**config.mk**
```make
export PLATFORM = sky130hd
export DESIGN_NAME = tlu_emulator
export DESIGN_NICKNAME = d
export VERILOG_FILES = /design/src/rtl/tlu_pkg.sv /design/src/rtl/tlu_sync_edge.sv /design/src/rtl/tlu_emulator.sv
export SDC_FILE = /design/constraint.sdc
export NUM_CORES = 1
export LEC_CHECK = 0
export CAP_MARGIN = 20
export CORE_ASPECT_RATIO = 1.25
export CORE_UTILIZATION = 55
export CTS_BUF_LIST = sky130_fd_sc_hd__clkbuf_4 sky130_fd_sc_hd__clkbuf_8
export DETAILED_ROUTE_END_ITERATION = 10
export GPL_ROUTABILITY_DRIVEN = 0
export PLACE_DENSITY = 0.81
export SYNTH_ARGS = -nofsm -noshare
export SYNTH_HDL_FRONTEND = slang
export SYNTH_SLANG_ARGS = --single-unit
```
**constraint.sdc**
```tcl
create_clock -name CLK -period 15.6 [get_ports CLK]
set_clock_uncertainty 0.15 [all_clocks]
set_input_delay 3.12 -clock CLK [delete_from_list [all_inputs] [get_ports CLK]]
set_output_delay 3.12 -clock CLK [all_outputs]
set_load 0.01 [all_outputs]
```
**src/rtl/tlu_pkg.sv**
```systemverilog
// Shared definitions for the TLU emulator: FSM state encoding, parameter
// defaults and a saturating counter helper.
package tlu_pkg;

  // Handshake FSM states, 3-bit encoding.
  typedef enum logic [2:0] {
    ST_IDLE    = 3'd0,
    ST_ASSERT  = 3'd1,
    ST_SHIFT   = 3'd2,
    ST_RELEASE = 3'd3,
    ST_GAP     = 3'd4
  } tlu_state_e;

  localparam int unsigned NBITS_DEF        = 16;
  localparam int unsigned SYNC_STAGES_DEF  = 2;
  localparam int unsigned BUSY_TIMEOUT_DEF = 4096;
  localparam int unsigned MIN_GAP_DEF      = 16;

  // 32-bit increment that sticks at all-ones instead of wrapping.
  function automatic logic [31:0] sat_inc32(input logic [31:0] v);
    return (v == 32'hFFFF_FFFF) ? v : v + 32'd1;
  endfunction

endpackage

```
**src/rtl/tlu_sync_edge.sv**
```systemverilog
// Synchronizer plus edge detector for one asynchronous input.
// Ports:
//   clk   - sampling clock
//   rst   - synchronous active-high reset (clears the chain to 0)
//   din   - asynchronous input
//   level - synchronized level (last stage of the chain)
//   rise  - one-cycle pulse on a synchronized 0->1 transition
//   fall  - one-cycle pulse on a synchronized 1->0 transition
module tlu_sync_edge #(
  parameter int unsigned SYNC_STAGES = 2
) (
  input  logic clk,
  input  logic rst,
  input  logic din,
  output logic level,
  output logic rise,
  output logic fall
);

  logic [SYNC_STAGES-1:0] sync_q;
  logic                   hist_q;

  always_ff @(posedge clk) begin
    if (rst) begin
      sync_q <= '0;
      hist_q <= 1'b0;
    end else begin
      sync_q <= {sync_q[SYNC_STAGES-2:0], din};
      hist_q <= sync_q[SYNC_STAGES-1];
    end
  end

  assign level = sync_q[SYNC_STAGES-1];
  assign rise  = level & ~hist_q;
  assign fall  = ~level & hist_q;

endmodule

```
**src/rtl/tlu_emulator.sv**
```systemverilog
// Trigger Logic Unit emulator: TLU end of the trigger / busy / trigger-clock
// handshake. Issues a trigger on request or periodically, waits for the DUT
// to raise BUSY, then shifts the trigger number LSB-first on TRIGGER_OUT,
// one bit per falling edge of the DUT-driven trigger clock.
// Ports:
//   CLK              - emulator clock (at least 8x the trigger-clock rate)
//   RST_SYS          - synchronous active-high reset
//   EN               - enables trigger issue
//   TRIG_REQ         - single-cycle trigger request
//   PERIODIC_EN      - enables the internal periodic trigger generator
//   PERIOD           - periodic interval in CLK cycles (0 and 1 act as 2)
//   BUSY_IN          - DUT busy, asynchronous
//   TRIGGER_CLOCK_IN - DUT trigger clock, asynchronous
//   TRIGGER_OUT      - trigger / serial trigger-number line
//   TRIGGER_CNT      - number carried by the most recent trigger
//   TRIGGER_SENT     - pulse: all bits shifted and BUSY released
//   TIMEOUT_ERR      - pulse: BUSY failed to rise or to fall in time
//   SHORT_ERR        - pulse: BUSY fell before all bits were clocked out
//   REQ_DROPPED      - pulse: request arrived while a handshake was active
//   DROPPED_CNT      - saturating count of dropped requests
//   IDLE             - 1 while the FSM is idle
module tlu_emulator
  import tlu_pkg::*;
#(
  parameter int unsigned NBITS        = NBITS_DEF,
  parameter int unsigned SYNC_STAGES  = SYNC_STAGES_DEF,
  parameter int unsigned BUSY_TIMEOUT = BUSY_TIMEOUT_DEF,
  parameter int unsigned MIN_GAP      = MIN_GAP_DEF
) (
  input  logic             CLK,
  input  logic             RST_SYS,
  input  logic             EN,
  input  logic             TRIG_REQ,
  input  logic             PERIODIC_EN,
  input  logic [31:0]      PERIOD,
  input  logic             BUSY_IN,
  input  logic             TRIGGER_CLOCK_IN,
  output logic             TRIGGER_OUT,
  output logic [NBITS-1:0] TRIGGER_CNT,
  output logic             TRIGGER_SENT,
  output logic             TIMEOUT_ERR,
  output logic             SHORT_ERR,
  output logic             REQ_DROPPED,
  output logic [15:0]      DROPPED_CNT,
  output logic             IDLE
);

  localparam int unsigned IDX_W = $clog2(NBITS + 1);

  // Timer values on which the timed states leave; timer is 0 on state entry,
  // so a state lasts LAST+1 cycles.
  localparam logic [31:0] BUSY_LAST = (BUSY_TIMEOUT == 0) ? 32'd0 : 32'(BUSY_TIMEOUT - 1);
  localparam logic [31:0] GAP_LAST  = (MIN_GAP == 0) ? 32'd0 : 32'(MIN_GAP - 1);

  // ---------------------------------------------------------------------------
  // Asynchronous input synchronizers
  // ---------------------------------------------------------------------------
  logic busy_s, busy_rise_unused, busy_fall_unused;
  logic tclk_level_unused, tclk_rise_unused, tclk_fall;

  tlu_sync_edge #(
    .SYNC_STAGES (SYNC_STAGES)
  ) u_sync_busy (
    .clk   (CLK),
    .rst   (RST_SYS),
    .din   (BUSY_IN),
    .level (busy_s),
    .rise  (busy_rise_unused),
    .fall  (busy_fall_unused)
  );

  tlu_sync_edge #(
    .SYNC_STAGES (SYNC_STAGES)
  ) u_sync_tclk (
    .clk   (CLK),
    .rst   (RST_SYS),
    .din   (TRIGGER_CLOCK_IN),
    .level (tclk_level_unused),
    .rise  (tclk_rise_unused),
    .fall  (tclk_fall)
  );

  // ---------------------------------------------------------------------------
  // Periodic trigger generator and request merge
  // ---------------------------------------------------------------------------
  logic [31:0] per_cnt_q;
  logic [31:0] period_eff;
  logic        per_run;
  logic        tick;
  logic        req;

  assign period_eff = (PERIOD < 32'd2) ? 32'd2 : PERIOD;
  assign per_run    = EN & PERIODIC_EN;
  // ">=" so that shrinking PERIOD mid-count fires at once instead of wrapping.
  assign tick       = per_run && (per_cnt_q >= period_eff - 32'd1);
  assign req        = EN & (TRIG_REQ | tick);

  always_ff @(posedge CLK) begin
    if (RST_SYS || !per_run) begin
      per_cnt_q <= 32'd0;
    end else if (tick) begin
      per_cnt_q <= 32'd0;
    end else begin
      per_cnt_q <= per_cnt_q + 32'd1;
    end
  end

  // ---------------------------------------------------------------------------
  // Handshake FSM, shift register, timer and counters
  // ---------------------------------------------------------------------------
  tlu_state_e       state_q;
  logic [NBITS-1:0] cnt_q;
  logic [NBITS-1:0] cnt_nxt;
  logic [NBITS-1:0] shift_q;
  logic [NBITS-1:0] shift_nxt;
  logic [IDX_W-1:0] bit_idx_q;
  logic [31:0]      timer_q;

  assign cnt_nxt     = cnt_q + NBITS'(1);
  assign shift_nxt   = shift_q >> 1;
  assign TRIGGER_CNT = cnt_q;

  always_ff @(posedge CLK) begin
    if (RST_SYS) begin
      state_q      <= ST_IDLE;
      cnt_q        <= '0;
      shift_q      <= '0;
      bit_idx_q    <= '0;
      timer_q      <= 32'd0;
      TRIGGER_OUT  <= 1'b0;
      TRIGGER_SENT <= 1'b0;
      TIMEOUT_ERR  <= 1'b0;
      SHORT_ERR    <= 1'b0;
      REQ_DROPPED  <= 1'b0;
      DROPPED_CNT  <= 16'd0;
      IDLE         <= 1'b1;
    end else begin
      TRIGGER_SENT <= 1'b0;
      TIMEOUT_ERR  <= 1'b0;
      SHORT_ERR    <= 1'b0;
      REQ_DROPPED  <= 1'b0;
      timer_q      <= sat_inc32(timer_q);

      if (req && (state_q != ST_IDLE)) begin
        REQ_DROPPED <= 1'b1;
        if (DROPPED_CNT != 16'hFFFF) begin
          DROPPED_CNT <= DROPPED_CNT + 16'd1;
        end
      end

      unique case (state_q)
        ST_IDLE: begin
          TRIGGER_OUT <= 1'b0;
          if (req) begin
            cnt_q       <= cnt_nxt;
            shift_q     <= cnt_nxt;
            TRIGGER_OUT <= 1'b1;
            timer_q     <= 32'd0;
            IDLE        <= 1'b0;
            state_q     <= ST_ASSERT;
          end
        end

        ST_ASSERT: begin
          TRIGGER_OUT <= 1'b1;
          if (busy_s) begin
            TRIGGER_OUT <= shift_q[0];
            bit_idx_q   <= '0;
            timer_q     <= 32'd0;
            state_q     <= ST_SHIFT;
          end else if (timer_q >= BUSY_LAST) begin
            // The number is consumed; the next trigger carries the following one.
            TIMEOUT_ERR <= 1'b1;
            TRIGGER_OUT <= 1'b0;
            timer_q     <= 32'd0;
            state_q     <= ST_GAP;
          end
        end

        ST_SHIFT: begin
          // Data changes only after the DUT has sampled on a falling edge.
          if (tclk_fall) begin
            if (bit_idx_q == IDX_W'(NBITS - 1)) begin
              TRIGGER_OUT <= 1'b0;
              timer_q     <= 32'd0;
              state_q     <= ST_RELEASE;
            end else begin
              bit_idx_q   <= bit_idx_q + IDX_W'(1);
              shift_q     <= shift_nxt;
              TRIGGER_OUT <= shift_nxt[0];
            end
          end else if (!busy_s) begin
            SHORT_ERR   <= 1'b1;
            TRIGGER_OUT <= 1'b0;
            timer_q     <= 32'd0;
            state_q     <= ST_GAP;
          end
        end

        ST_RELEASE: begin
          TRIGGER_OUT <= 1'b0;
          if (!busy_s) begin
            TRIGGER_SENT <= 1'b1;
            timer_q      <= 32'd0;
            state_q      <= ST_GAP;
          end else if (timer_q >= BUSY_LAST) begin
            TIMEOUT_ERR <= 1'b1;
            timer_q     <= 32'd0;
            state_q     <= ST_GAP;
          end
        end

        ST_GAP: begin
          TRIGGER_OUT <= 1'b0;
          if (timer_q >= GAP_LAST) begin
            IDLE    <= 1'b1;
            state_q <= ST_IDLE;
          end
        end

        default: begin
          TRIGGER_OUT <= 1'b0;
          IDLE        <= 1'b1;
          state_q     <= ST_IDLE;
        end
      endcase
    end
  end

endmodule

```
==> impl_metrics.yaml, run 1 <==
power:
  ir_drop_uv: 47.5
  leakagePower_nw: 3.03
  finalPower_w: 0.000665
  power_density_nw_per_um2: 75.6
status:
  status: "finished, final reports clean"
placement:
  dpl_worst_slack_ns: 6.39
  place_hpwl_um: 11600
  port_buffers: 76
drt:
  drt_iter0_drc: 362
  drc: 0
  num_vias: 6776
  drt-pass1-iter-count: 6
  final_antenna_net_count: 0
  wire_per_inst_um: 14.2
  vias_per_cell: 5.78
  routed_wl_um: 16700
global_routing:
  grt-busiest-layer: "met2"
  grt_util_all_layers_pct: 23.6
  antenna_found_initial: 0
  grt_use_met2_pct: 38.9
  grt_max_degree: 75
  grt_util_met1_pct: 31.0
  grt_overflow: 0
  grt_pass1_wl_um: 27700
  grtUsageMet3_pct: 4.73
  grt_pass1_vias: 6113
cts:
  ctsLongestPathBuffers: 2
  cts_root_buf: "clkbuf_8"
  hold_buffers: 0
  cts_sinks: 131
  numCtsBuffers: 17
  clk_latency_ns: 0.43
  clk_pin_slew_ns: 0.07
  post_cts_buffers: 0
  cts_tree: "built"
  cts_resized: 0
  ctsHtreeMaxLevel: 4
yosys:
  ys.flop_type: "dfxtp_1"
  synth.distinct_cells: 62
  synth_area_um2: 7540
  yosysWarnings: 0
  synthCells: 929
  syn_avg_cell_area_um2: 8.11
  synth.area.top_cells: "dfxtp_1, ha_1, nor2_1"
  synthArstFlopShare_pct: 0
  yosysSeqAreaShare_pct: 34.8
  synth.top_cell.area_share_pct: 34.8
  synth_edf_count: 0
  synth_nets: 1007
  ys_seq_elements: 131
  synth.largest_area_cell: "dfxtp_1"
floorplanning:
  io_pins: 77
  dieArea_um2: 14200
  rows: 47
  initial_utilization_pct: 56.7
  die-width_um: 107
  coreArea_um2: 13300
  die_h_um: 133
sta:
  setup_violations: 0
  hold_viol: 0
  max_freq_mhz: 113
  finalWorstPathRequiredPeriod_ns: 8.82
  final.setup.worst_slack_ns: 6.78
  tns_ns: 0
  rsz0062_at_grt: "no"
  finalCritPeriodShare_pct: 56.6
  slew-limit-headroom_pct: 48.0
  worst_pin_slew_ns: 0.780
  hold_ws_ns: 0.290
  slew_viol_final: 0
worst_setup_path:
  crit_top_cell: "ha_1"
  worst-path-buf-inv: 1
  path_delay_family: "simple AND/OR/NAND/NOR gates"
  crit_required_ns: 15.80
  crit_chain: "clkdlybuf4s50_1, or4_4, or4b_1, or3_4, nor3_2, nand2b_1, ha_1, nand3_1, nor2_1, nand2_1, xor2_1, ha_1, nand4_1, or4_1, o22a_1, a21boi_1, or3_1, o221ai_1, a21oi_1"
  slowest_delay_ns: 0.61
  cp-end-kind: "register"
  crit_arrival_ns: 9.02
  slowest_stage: "or3_1"
  cp-start-kind: "input pin"
  critPathKind: "input pin to register"
  worst-path-max-fanout: 20
min_path:
  min_path_type: "register to register"
layout:
  syn_to_final_growth_pct: 16.7
  fin_nets: 1067
  antennaDiodeCount: 0
  drive_gt1_share_pct: 6.89
  layout_common_cells: "dfxtp_1, nor2_1, nand2_1"
  final_common_cell: "dfxtp_1"
flow_run:
  drv_cap: 0
[per-layer routing]
layer	vias to the layer above	routed length (um)
met4	0	231
met5	-	0
met1	3150	7790
met2	154	7980
met3	26	703
li1	3446	-
[flip-flops by register name, summed over array words and instances (netlist names), 2 cells and up]
| name | flops |
|---|---|
| DROPPED_CNT | 16 |
| TRIGGER_CNT | 16 |
| bit_idx_q | 5 |
| per_cnt_q | 32 |
| shift_q | 16 |
| state_q | 3 |
| timer_q | 32 |
| u_sync_busy.sync_q | 2 |
| u_sync_tclk.sync_q | 2 |
[report_power, final]
part	leakage, nW	total [W]	internal, W	switching, W
Clock	0.191	0.000269	0.000140	0.000129
Sequential	1.06	0.000341	0.000338	0.00000370
Combinational	1.78	0.0000538	0.0000238	0.0000300
Total	3.03	0.000665	0.000502	0.000163
[cells in the mapped netlist (all sizes together) (17+ instances only)]
library cell / instances
dfxtp: 131
nor2: 120
nand2: 85
a21oi: 60
nand3: 59
xnor2: 50
xor2: 48
ha: 39
nor3: 34
clkbuf: 33
or3: 32
o21ai: 29
nand4: 28
nor4: 19
inv: 17
[path summary, 6_finish.rpt]
kind	startpoint	endpoint	slack [ns]	cells after the start
worst max-delay path	PERIOD[24]	shift_q[10]	6.78	19
worst min-delay path	u_sync_tclk.sync_q[0]	u_sync_tclk.sync_q[1]	0.29	1
worst max register to register	per_cnt_q[0]	TRIGGER_OUT	12.35	9
worst min register to register	u_sync_tclk.sync_q[0]	u_sync_tclk.sync_q[1]	0.29	1
[stage by stage]
| step | util [%] | instance area, um^2 | cells |
|---|---|---|---|
| detailed placement | 63.1 | 8380 | 1139 |
| global placement | 63.1 | 8380 | 1139 |
| finish | 66.2 | 8790 | 1173 |
| floorplan | - | 7540 | 929 |
| global route | 66.2 | 8790 | 1173 |
| CTS | 65.9 | 8750 | 1171 |
[cells by family after synthesis]
logic type / count (synthesis) / share of synthesized area (%)
and+or+nand+nor: 448 / 30.8
AOI/OAI and AO/OA: 142 / 11.7
DFF: 131 / 34.8
xor gates and xnor gates: 98 / 11.4
buffers and inverters: 60 / 3.25
adders and majority gates: 40 / 6.61
muxes: 10 / 1.44
[area by class of cell]
type,count,area (um^2)
fill,1137,4500
sequential,131,2620
multi-input combinational,738,4680
timing repair buffer,83,832
clock inverter,10,82.6
inverter,18,67.6
tap,171,214
clock buffer,22,290
No activity file was read; power rests on OpenSTA's default activity.
==> run 2: changes to the inputs <==
--- a/config.mk
+++ b/config.mk
@@ -7,11 +7,11 @@
 export LEC_CHECK = 0
 export CAP_MARGIN = 20
 export CORE_ASPECT_RATIO = 1.25
-export CORE_UTILIZATION = 55
+export CORE_UTILIZATION = 54
 export CTS_BUF_LIST = sky130_fd_sc_hd__clkbuf_4 sky130_fd_sc_hd__clkbuf_8
 export DETAILED_ROUTE_END_ITERATION = 10
 export GPL_ROUTABILITY_DRIVEN = 0
-export PLACE_DENSITY = 0.81
+export PLACE_DENSITY = 0.82
 export SYNTH_ARGS = -nofsm -noshare
 export SYNTH_HDL_FRONTEND = slang
 export SYNTH_SLANG_ARGS = --single-unit
==> constraint.sdc (replaced) <==
create_clock -name CLK -period 7.6 [get_ports CLK]
set_clock_uncertainty 0.15 [all_clocks]
set_input_delay 1.52 -clock CLK [delete_from_list [all_inputs] [get_ports CLK]]
set_output_delay 1.52 -clock CLK [all_outputs]
set_load 0.01 [all_outputs]
==> run 2 against run 1 <==
First-iteration DRC count is 12% lower; routed wire length down 0.43%; highest routed layer unchanged; combinational power is 110% higher.
==> impl_metrics.yaml, run 2 (same netlist as run 1, synthesis figures left out) <==
sta:
  rsz0062_at_grt: "no"
  finalWorstPathRequiredPeriod_ns: 7.20
  slew_viol_final: 0
  worst_pin_slew_ns: 0.774
  finalCritPeriodShare_pct: 94.8
  slew-limit-headroom_pct: 48.4
  setup_violations: 0
  tns_ns: 0
  hold_viol: 0
  final.setup.worst_slack_ns: 0.397
  max_freq_mhz: 139
cts:
  cts_tree: "built"
  ctsHtreeMaxLevel: 4
  clk_pin_slew_ns: 0.08
  ctsLongestPathBuffers: 2
  numCtsBuffers: 17
  cts_root_buf: "clkbuf_8"
  cts_resized: 0
  clk_latency_ns: 0.46
  post_cts_buffers: 0
  hold_buffers: 0
  cts_sinks: 131
worst_setup_path:
  crit_arrival_ns: 7.43
  slowest_stage: "or4_4"
  cp-start-kind: "input pin"
  worst-path-max-fanout: 25
  crit_required_ns: 7.83
  worst-path-buf-inv: 2
  slowest_delay_ns: 0.60
  crit_chain: "clkdlybuf4s50_1, or4_4, or4b_1, or3_4, nor3_2, nand2b_1, ha_1, nand3_1, nor2_1, nand2_1, xor2_1, ha_1, nand4_1, or4_1, o22a_1, a21boi_1, nor3_2, buf_12, or4_1, a21oi_1"
  critPathKind: "input pin to register"
  cp-end-kind: "register"
  path_delay_family: "simple AND/OR/NAND/NOR gates"
drt:
  drt_iter0_drc: 318
  wire_per_inst_um: 14.2
  final_antenna_net_count: 0
  routed_wl_um: 16600
  num_vias: 6812
  vias_per_cell: 5.80
  drt-pass1-iter-count: 5
  drc: 0
layout:
  final_common_cell: "dfxtp_1"
  multi_input_area_um2: 4680
  antennaDiodeCount: 0
  fill_cells: 1145
  top_regs: "per_cnt_q: 32 flops, timer_q: 32 flops"
  seq_area_um2: 2620
  fin_nets: 1069
  instances_no_fill: 1175
  drive_gt1_share_pct: 7.07
  syn_to_final_growth_pct: 17.2
  layout_common_cells: "dfxtp_1, nor2_1, nand2_1"
placement:
  dpl_worst_slack_ns: -0.00515
  port_buffers: 76
  place_hpwl_um: 11700
  dp.cells: 1142
floorplanning:
  dieArea_um2: 14400
  die-width_um: 108
  io_pins: 77
  die_h_um: 134
  rows: 47
  coreArea_um2: 13400
  initial_utilization_pct: 56.2
global_routing:
  grt_pass1_vias: 6243
  grt_util_all_layers_pct: 23.8
  grt_overflow: 0
  antenna_found_initial: 0
  grt_pass1_wl_um: 28100
  grt_max_degree: 75
status:
  status: "finished, final reports clean"
power:
  ir_drop_uv: 100
  leakagePower_nw: 3.03
  power_density_nw_per_um2: 160
flow_run:
  drv_cap: 0
min_path:
  min_path_type: "register to register"
run 2: layout make-up:
type | count | area share, %
Clock inverter | 13 | 1.70
Multi-Input combinational cell | 738 | 53.0
Tap cell | 171 | 2.42
Timing Repair Buffer | 85 | 9.50
Clock buffer | 19 | 2.89
Inverter | 18 | 0.765
Sequential cell | 131 | 29.7
run 2: through the flow:
| stage | cell area (um^2) | hold slack, ns | total power, W | util (%) |
|---|---|---|---|---|
| floorplan | 7540 | 0.264 | 0.000776 | - |
| global placement | 8420 | 0.273 | 0.000825 | 62.8 |
| detailed placement | 8420 | 0.278 | 0.000827 | 62.8 |
| CTS | 8820 | 0.297 | 0.00143 | 65.8 |
| finish | 8830 | 0.294 | 0.00141 | 65.9 |
| global route | 8830 | 0.314 | 0.00147 | 65.9 |
run 2: path summary, 6_finish.rpt:
check	startpoint	endpoint	slack, ns	depth (start not counted)
worst min-delay path	u_sync_busy.sync_q[0]	u_sync_busy.sync_q[1]	0.29	1
worst min register to register	u_sync_busy.sync_q[0]	u_sync_busy.sync_q[1]	0.29	1
worst max-delay path	PERIOD[24]	TRIGGER_CNT[9]	0.40	20
worst max register to register	per_cnt_q[0]	shift_q[3]	4.34	10
run 2: power breakdown:
| part | switching (W) | internal [W] |
|---|---|---|
| Clock | 0.000293 | 0.000308 |
| Combinational | 0.0000615 | 0.0000499 |
| Sequential | 0.00000779 | 0.000693 |
run 2: routing by layer:
metal	track usage [%]	vias up	routed length, um	share of wire (%)
met2	39.1	161	7990	48
met5	0	-	0	0
li1	-	3439	-	-
met4	9.21	0	323	1.9
met3	5.25	37	788	4.7
met1	30.2	3175	7530	45
==> run 3: changes to the inputs <==
--- a/config.mk
+++ b/config.mk
@@ -12,6 +12,7 @@
 export DETAILED_ROUTE_END_ITERATION = 10
 export GPL_ROUTABILITY_DRIVEN = 0
 export PLACE_DENSITY = 0.82
+export SKIP_CTS_REPAIR_TIMING = 1
 export SYNTH_ARGS = -nofsm -noshare
 export SYNTH_HDL_FRONTEND = slang
 export SYNTH_SLANG_ARGS = --single-unit
==> results of run 3 <==
The final DEF is identical to that of run 2; final timing and power are the same.
